File: src/rtl/rf_pkg.sv
// rtl/rf_pkg.sv - shared sizes, types and write-priority helper for regfile_mp_sb
package rf_pkg;
   localparam int XLEN_DEF  = 32;
   localparam int NREGS_DEF = 32;
   localparam int AW_DEF    = $clog2(NREGS_DEF);
   localparam int NWP_MAX   = 8;
   localparam int AW_MAX    = 8;
   localparam int PW        = $clog2(NWP_MAX);

   typedef struct packed {
      logic          hit;
      logic [PW-1:0] port;
   } prio_t;

   // Ascending scan, so the highest-numbered matching write port is the one returned.
   function automatic prio_t prio_hit(
      input logic [AW_MAX-1:0]              addr,
      input logic [NWP_MAX-1:0]             wr_en,
      input logic [NWP_MAX-1:0][AW_MAX-1:0] wr_addr
   );
      prio_t r;
      r = '0;
      for (int w = 0; w < NWP_MAX; w++) begin
         if (wr_en[w] && wr_addr[w] == addr) begin
            r.hit  = 1'b1;
            r.port = PW'(w);
         end
      end
      return r;
   endfunction
endpackage

File: src/rtl/regfile_mp_sb_if.sv
// rtl/regfile_mp_sb_if.sv - read/write/issue bus between the core pipeline and regfile_mp_sb
interface regfile_mp_sb_if
   import rf_pkg::*;
#(
   parameter int XLEN  = XLEN_DEF,
   parameter int NREGS = NREGS_DEF,
   parameter int NRP   = 2,
   parameter int NWP   = 2
);
   localparam int AW = $clog2(NREGS);

   logic [NRP*AW-1:0]   rr_addr;
   logic [NRP*XLEN-1:0] rd_data;
   logic [NRP-1:0]      rd_busy;
   logic [NWP-1:0]      wr_en;
   logic [NWP*AW-1:0]   wr_addr;
   logic [NWP*XLEN-1:0] wr_data;
   logic                iss_en;
   logic [AW-1:0]       iss_rd;
   logic [NREGS-1:0]    busy_vec;
   logic                wr_collide;

   modport master (
      output rr_addr, wr_en, wr_addr, wr_data, iss_en, iss_rd,
      input  rd_data, rd_busy, busy_vec, wr_collide
   );

   modport slave (
      input  rr_addr, wr_en, wr_addr, wr_data, iss_en, iss_rd,
      output rd_data, rd_busy, busy_vec, wr_collide
   );
endinterface

File: src/rtl/rf_scoreboard.sv
// rtl/rf_scoreboard.sv - per-register busy bits: issue sets, writeback clears, read-port lookup
module rf_scoreboard
   import rf_pkg::*;
#(
   parameter int NREGS   = NREGS_DEF,
   parameter int NRP     = 2,
   parameter int NWP     = 2,
   parameter bit BYPASS  = 1'b1,
   parameter bit ZERO_X0 = 1'b1,
   localparam int AW     = $clog2(NREGS)
) (
   input  logic              clock,
   input  logic              reset_n,
   input  logic              iss_en,
   input  logic [AW-1:0]     iss_rd,
   input  logic [NWP-1:0]    wr_en,
   input  logic [NWP*AW-1:0] wr_addr,
   input  logic [NRP*AW-1:0] rr_addr,
   output logic [NRP-1:0]    rd_busy,
   output logic [NREGS-1:0]  busy_vec
);
   logic [NREGS-1:0] set_v;
   logic [NREGS-1:0] clr_v;
   logic [NREGS-1:0] busy_d;

   // A same-cycle issue beats writeback: the new producer owns the register.
   always_comb begin
      set_v = '0;
      clr_v = '0;
      for (int r = 0; r < NREGS; r++) begin
         set_v[r] = iss_en && (iss_rd == AW'(r));
         for (int w = 0; w < NWP; w++) begin
            if (wr_en[w] && wr_addr[w*AW +: AW] == AW'(r)) clr_v[r] = 1'b1;
         end
      end
      busy_d = set_v | (busy_vec & ~clr_v);
      if (ZERO_X0) busy_d[0] = 1'b0;
   end

   always_ff @(posedge clock or negedge reset_n) begin
      if (!reset_n) busy_vec <= '0;
      else          busy_vec <= busy_d;
   end

   always_comb begin
      logic [AW-1:0] ra;
      ra      = '0;
      rd_busy = '0;
      for (int p = 0; p < NRP; p++) begin
         ra         = rr_addr[p*AW +: AW];
         rd_busy[p] = busy_vec[ra];
         if (BYPASS && clr_v[ra] && !set_v[ra]) rd_busy[p] = 1'b0;
      end
   end
endmodule

File: src/rtl/regfile_mp_sb.sv
// rtl/regfile_mp_sb.sv - multi-port integer register file with x0, write bypass and busy scoreboard
module regfile_mp_sb
   import rf_pkg::*;
#(
   parameter int XLEN    = XLEN_DEF,
   parameter int NREGS   = NREGS_DEF,
   parameter int NRP     = 2,
   parameter int NWP     = 2,
   parameter bit BYPASS  = 1'b1,
   parameter bit ZERO_X0 = 1'b1
) (
   input logic            clock,
   input logic            reset_n,
   regfile_mp_sb_if.slave bus
);
   localparam int AW = $clog2(NREGS);

   logic [XLEN-1:0]                rf [NREGS];
   logic [NWP_MAX-1:0]             wen_pad;
   logic [NWP_MAX-1:0][AW_MAX-1:0] wad_pad;
   logic                           coll_next;
   logic                           coll_q;

   always_comb begin
      wen_pad = '0;
      wad_pad = '0;
      for (int w = 0; w < NWP; w++) begin
         wen_pad[w] = bus.wr_en[w];
         wad_pad[w] = AW_MAX'(bus.wr_addr[w*AW +: AW]);
      end
   end

   // Ports are applied in ascending order so the last (highest) write to an address sticks.
   always_ff @(posedge clock or negedge reset_n) begin
      if (!reset_n) begin
         for (int r = 0; r < NREGS; r++) rf[r] <= '0;
      end else begin
         for (int w = 0; w < NWP; w++) begin
            if (bus.wr_en[w] && !(ZERO_X0 && bus.wr_addr[w*AW +: AW] == '0))
               rf[bus.wr_addr[w*AW +: AW]] <= bus.wr_data[w*XLEN +: XLEN];
         end
      end
   end

   always_comb begin
      logic [AW-1:0]   ra;
      prio_t           ph;
      logic [XLEN-1:0] d;
      ra          = '0;
      ph          = '0;
      d           = '0;
      bus.rd_data = '0;
      for (int p = 0; p < NRP; p++) begin
         ra = bus.rr_addr[p*AW +: AW];
         ph = prio_hit(AW_MAX'(ra), wen_pad, wad_pad);
         d  = rf[ra];
         if (BYPASS && ph.hit) d = bus.wr_data[ph.port*XLEN +: XLEN];
         if (!reset_n || (ZERO_X0 && ra == '0)) d = '0;
         bus.rd_data[p*XLEN +: XLEN] = d;
      end
   end

   always_comb begin
      coll_next = 1'b0;
      for (int i = 0; i < NWP; i++) begin
         for (int j = i + 1; j < NWP; j++) begin
            if (wen_pad[i] && wen_pad[j] && wad_pad[i] == wad_pad[j] &&
                !(ZERO_X0 && wad_pad[i] == '0))
               coll_next = 1'b1;
         end
      end
   end

   always_ff @(posedge clock or negedge reset_n) begin
      if (!reset_n) coll_q <= 1'b0;
      else          coll_q <= coll_next;
   end

   assign bus.wr_collide = coll_q;

   rf_scoreboard #(
      .NREGS   (NREGS),
      .NRP     (NRP),
      .NWP     (NWP),
      .BYPASS  (BYPASS),
      .ZERO_X0 (ZERO_X0)
   ) u_sb (
      .clock    (clock),
      .reset_n  (reset_n),
      .iss_en   (bus.iss_en),
      .iss_rd   (bus.iss_rd),
      .wr_en    (bus.wr_en),
      .wr_addr  (bus.wr_addr),
      .rr_addr  (bus.rr_addr),
      .rd_busy  (bus.rd_busy),
      .busy_vec (bus.busy_vec)
   );
endmodule

File: src/flat_wrapper.sv
// flat-port wrapper written by rule: the top's interface ports become plain ports
module regfile_mp_sb_flat import rf_pkg::*;
#(
   parameter int XLEN    = XLEN_DEF,
   parameter int NREGS   = NREGS_DEF,
   parameter int NRP     = 2,
   parameter int NWP     = 2,
   parameter bit BYPASS  = 1'b1,
   parameter bit ZERO_X0 = 1'b1
)
  (clock, reset_n, bus_rr_addr, bus_wr_en, bus_wr_addr, bus_wr_data, bus_iss_en, bus_iss_rd, bus_rd_data, bus_rd_busy, bus_busy_vec, bus_wr_collide);
  regfile_mp_sb_if #(.XLEN(XLEN), .NREGS(NREGS), .NRP(NRP), .NWP(NWP)) bus_i ();
  input logic clock;
  input logic reset_n;
  input wire logic [$bits(bus_i.rr_addr)-1:0] bus_rr_addr;
  input wire logic [$bits(bus_i.wr_en)-1:0] bus_wr_en;
  input wire logic [$bits(bus_i.wr_addr)-1:0] bus_wr_addr;
  input wire logic [$bits(bus_i.wr_data)-1:0] bus_wr_data;
  input wire logic [$bits(bus_i.iss_en)-1:0] bus_iss_en;
  input wire logic [$bits(bus_i.iss_rd)-1:0] bus_iss_rd;
  output wire logic [$bits(bus_i.rd_data)-1:0] bus_rd_data;
  output wire logic [$bits(bus_i.rd_busy)-1:0] bus_rd_busy;
  output wire logic [$bits(bus_i.busy_vec)-1:0] bus_busy_vec;
  output wire logic [$bits(bus_i.wr_collide)-1:0] bus_wr_collide;
  assign bus_i.rr_addr = bus_rr_addr;
  assign bus_i.wr_en = bus_wr_en;
  assign bus_i.wr_addr = bus_wr_addr;
  assign bus_i.wr_data = bus_wr_data;
  assign bus_i.iss_en = bus_iss_en;
  assign bus_i.iss_rd = bus_iss_rd;
  assign bus_rd_data = bus_i.rd_data;
  assign bus_rd_busy = bus_i.rd_busy;
  assign bus_busy_vec = bus_i.busy_vec;
  assign bus_wr_collide = bus_i.wr_collide;
  regfile_mp_sb #(.XLEN(XLEN), .NREGS(NREGS), .NRP(NRP), .NWP(NWP), .BYPASS(BYPASS), .ZERO_X0(ZERO_X0)) u_core (.clock(clock), .reset_n(reset_n), .bus(bus_i));
endmodule
File: config.mk
export PLATFORM = sky130hd
export DESIGN_NAME = regfile_mp_sb_flat
export DESIGN_NICKNAME = d
export VERILOG_FILES = /design/src/rtl/rf_pkg.sv /design/src/rtl/regfile_mp_sb_if.sv /design/src/rtl/rf_scoreboard.sv /design/src/rtl/regfile_mp_sb.sv /design/src/flat_wrapper.sv
export SDC_FILE = /design/constraint.sdc
export NUM_CORES = 2
export LEC_CHECK = 0
export CAP_MARGIN = 0
export CORE_ASPECT_RATIO = 1.5
export CORE_MARGIN = 8
export CORE_UTILIZATION = 30
export CTS_CLUSTER_SIZE = 25
export DETAILED_ROUTE_END_ITERATION = 12
export GPL_TIMING_DRIVEN = 0
export SETUP_SLACK_MARGIN = 0.4
export SLEW_MARGIN = 20
export SYNTH_ARGS = -nofsm -noshare
export SYNTH_HDL_FRONTEND = slang
export SYNTH_SLANG_ARGS = --single-unit
File: constraint.sdc
create_clock -name clock -period 3.7 [get_ports clock]
set_input_delay 0.74 -clock clock [delete_from_list [all_inputs] [get_ports clock]]
set_output_delay 0.74 -clock clock [all_outputs]
set_load 0.01 [all_outputs]
==> summary.md <==
| Metric | Value |
|---|---|
| Status | complete, but fails checks |
| Violated checks | setup timing |
| Commonest non-fill, non-tap cell in the layout | dfrtp_1 |
| Most frequent cells in the layout | dfrtp_1 (1056), nor2_1 (795), a21oi_1 (756), mux2i_1 (751), mux4_2 (657) |
| H-tree levels | 3 |
| Sequential cell area | 26430 µm² |
| Filler instances | 22220 |
| Final period utilization | 1.095 |
| Clock Skew | 0 ns |
| Area after DPL | 73090 µm² |
| Final Hold Viols | 0 |
| Die Area | 240600 µm² |
| CTS buffer count | 107 |
| Power Density | 519.7 nW/µm² |
| Core area | 224100 µm² |
| Starting DRT DRC Count | 9808 |
| Critical Path Fanout Max | 10 |
| CP arrival | 3.31 ns |
| Yosys cell types | 72 |
| Drt total wl | 421300 µm |
| Synth warn | 0 |
| Endpoints failing setup | 66 |
| Die Wd | 403.2 µm |
| Slew @ Worst Pin | 1.345 ns |
| GRT Total Usage | 0.3361 |
| Vias in the first global route | 64250 |
| Synth Instances | 6351 |
| Final GP Congestion | 1.089 |
| Dpl hpwl | 309800 µm |
| Via Count | 65340 |
| Critical path class | primary input to primary output |
| Port Buffers | 132 |
| CTS Sinks | 1056 |
| Area occupied by multi-input gates | 38790 µm² |
| Hold Crit Class | primary input to asynchronous set/reset pin |
| Slew Viols, Final | 0 |
| Layout area overhead | 23.04% |
| Fin area | 83000 µm² |
| Num rows | 213 |
| Crit-path slowest cell | clkbuf_1 |
| Netlist Area Pre-Place | 67460 µm² |
| I/O pin count | 193 |
| DRC | 0 |
| Critical path startpoint | bus_rr_addr[9] |
| Final Core Density | 0.3703 |
| Via/cell ratio | 6.579 |
| Fin crit period | 4.051 ns |
| GRT overflow | 0 |
| Worst-Skew Late Latency | 0.80 ns |
| Yosys reg bits | 1056 |
| Post-synth top flop | dfrtp_1 |
| Worst-path clk slew | 0.07 ns |
| Starting density of the core | 0.3010 |
| CTS root buf | clkbuf_16 |
| Worst setup SP type | primary input |
| Relative slew margins | 0.1036 |
| CTS max path bufs | 3 |
| CTS tree | built |
| Static Leak | 35.64 nW |
| Overall Power | 43.14 mW |
| CP cell instances | clkbuf_2, clkinv_2, clkbuf_1, nand2_2, nand3_1, o21ai_2, o21ai_4, buf_6 |
| Initial antenna violation count | 39 |
| Die height | 596.8 µm |
| Layout cells sized above 1 | 0.2553 |
| Post-DRT Antenna Nets | 0 |
| Routed length per instance | 42.42 µm |
| Pin count of the biggest net entering global routing | 144 |
| Fin nets | 6906 |
| Register area share after synthesis | 0.3917 |
| Syn nets | 6445 |
| Max Freq | 246.9 MHz |
| Post-route worst setup slack | -0.3507 ns |
| First-pass GRT wire length | 556100 µm |
| Crit path required time | 2.96 ns |
| CP max stage delay | 0.81 ns |
| Synth async-reset ratio | 1.000 |
| Unrepaired setup endpoints after global routing | yes |
| Initial DRT Pass Iterations | 9 |
| Fin Setup TNS | -14.11 ns |
| Worst vdd ir | 0.4652 mV |
| Crit. End Element | primary output |
| Number of synthesized flops with an enable pin | 0 |
| Worst r2r src | u_core.rf[521] |
| Worst-case reg-to-reg path depth | 2 |
| Synth Area per Inst | 10.62 µm² |
| Max cap viols | 0 |
[report_power, final]
| part | switching [mW] | internal [mW] |
|---|---|---|
| combinational | 6.92 | 6.81 |
| clock | 5.55 | 6.66 |
| sequential | 2.65 | 14.5 |
[through the flow]
| stage | cells | hold slack, ns | worst slack, ns |
|---|---|---|---|
| 5_1_grt | 9916 | 0.03896 | -0.2954 |
| 3_5_place_dp | 9510 | 0.4666 | -2.663 |
| 3_3_place_gp | 9493 | 0.4518 | -54.06 |
| 4_1_cts | 9855 | 0.01698 | -0.2174 |
| 2_1_floorplan | 6351 | 0.4413 | 0.3824 |
| 6_report | 9931 | 0.01387 | -0.3507 |
[registers in the layout, indices dropped and copies added (netlist names)]
register,cells
u_core.rf,1024
u_core.bus.wr_collide,1
u_core.u_sb.busy_vec,31
[worst paths after layout]
kind	slack (ns)	to
max in group asynchronous	1.64	u_core.rf[818]
worst min-delay path	0.01	u_core.u_sb.busy_vec[25]
worst min register to register	0.48	u_core.rf[1016]
worst max register to register	2.71	u_core.rf[521]
worst max-delay path	-0.35	bus_rd_data[44]
min in group clock	0.29	u_core.rf[64]
[worst max-delay path, delay by kind of cell]
family	cells	cell delay, ns
AOI/OAI and AO/OA	2	0.46
and+or+nand+nor	2	0.33
buffers and inverters	4	1.73
[cells by family after synthesis]
logic type	share of synthesized area
AOI/OAI and AO/OA	0.1300
xor gates and xnor gates	0.003635
buffers and inverters	0.05470
DFF	0.3917
muxes	0.3311
other	0.00005559
and+or+nand+nor	0.08873
[metal layers]
metal	vias to the layer above	track usage	part of all wire
met5	-	0.004784	0.00092
met4	32	0.3297	0.13
met3	2308	0.1182	0.12
met2	5786	0.5137	0.44
met1	32690	0.3552	0.32
li1	24530	-	-
[Yosys cell counts, drive strengths merged, types with 12 or more instances]
cell type / number / area [µm²]
dfrtp: 1056 / 26430
nor2: 808 / 3038
a21oi: 757 / 3789
mux2i: 752 / 7527
mux4: 657 / 14800
clkbuf: 589 / 2232
nand2: 499 / 1873
o21ai: 400 / 2002
buf: 265 / 1383
a32oi: 235 / 2058
nand3: 61 / 305.3
xor2: 22 / 192.7
inv: 18 / 67.56
a22oi: 17 / 127.6
a211oi: 16 / 120.1
nand4: 15 / 93.84
a31oi: 13 / 81.33
nor2b: 13 / 81.33
and2: 12 / 75.07
[cell type report]
type                    count  share of cell area
multi-input cells        4421              0.4673
inverters                  20           0.0009799
flip-flops and latches   1056              0.3184
repair buffers            353             0.05297
clock buffers             161             0.03930
clock inverters            35            0.005728
diodes                     22           0.0006633
plain buffers             853             0.06927
well taps                3010             0.04538
[what timing repair did]
item / 4_1_cts / 5_1_grt
endpoints found under the setup margin: 371 / 70
buffers inserted: 120 / 47
endpoints found under the hold margin: 60 / 0
pin swaps: 106 / 77
resized for setup: 1125 / 135
hold buffers: 4 / 0
cloned: 26 / 6
No activity file was read; power rests on OpenSTA's default activity.
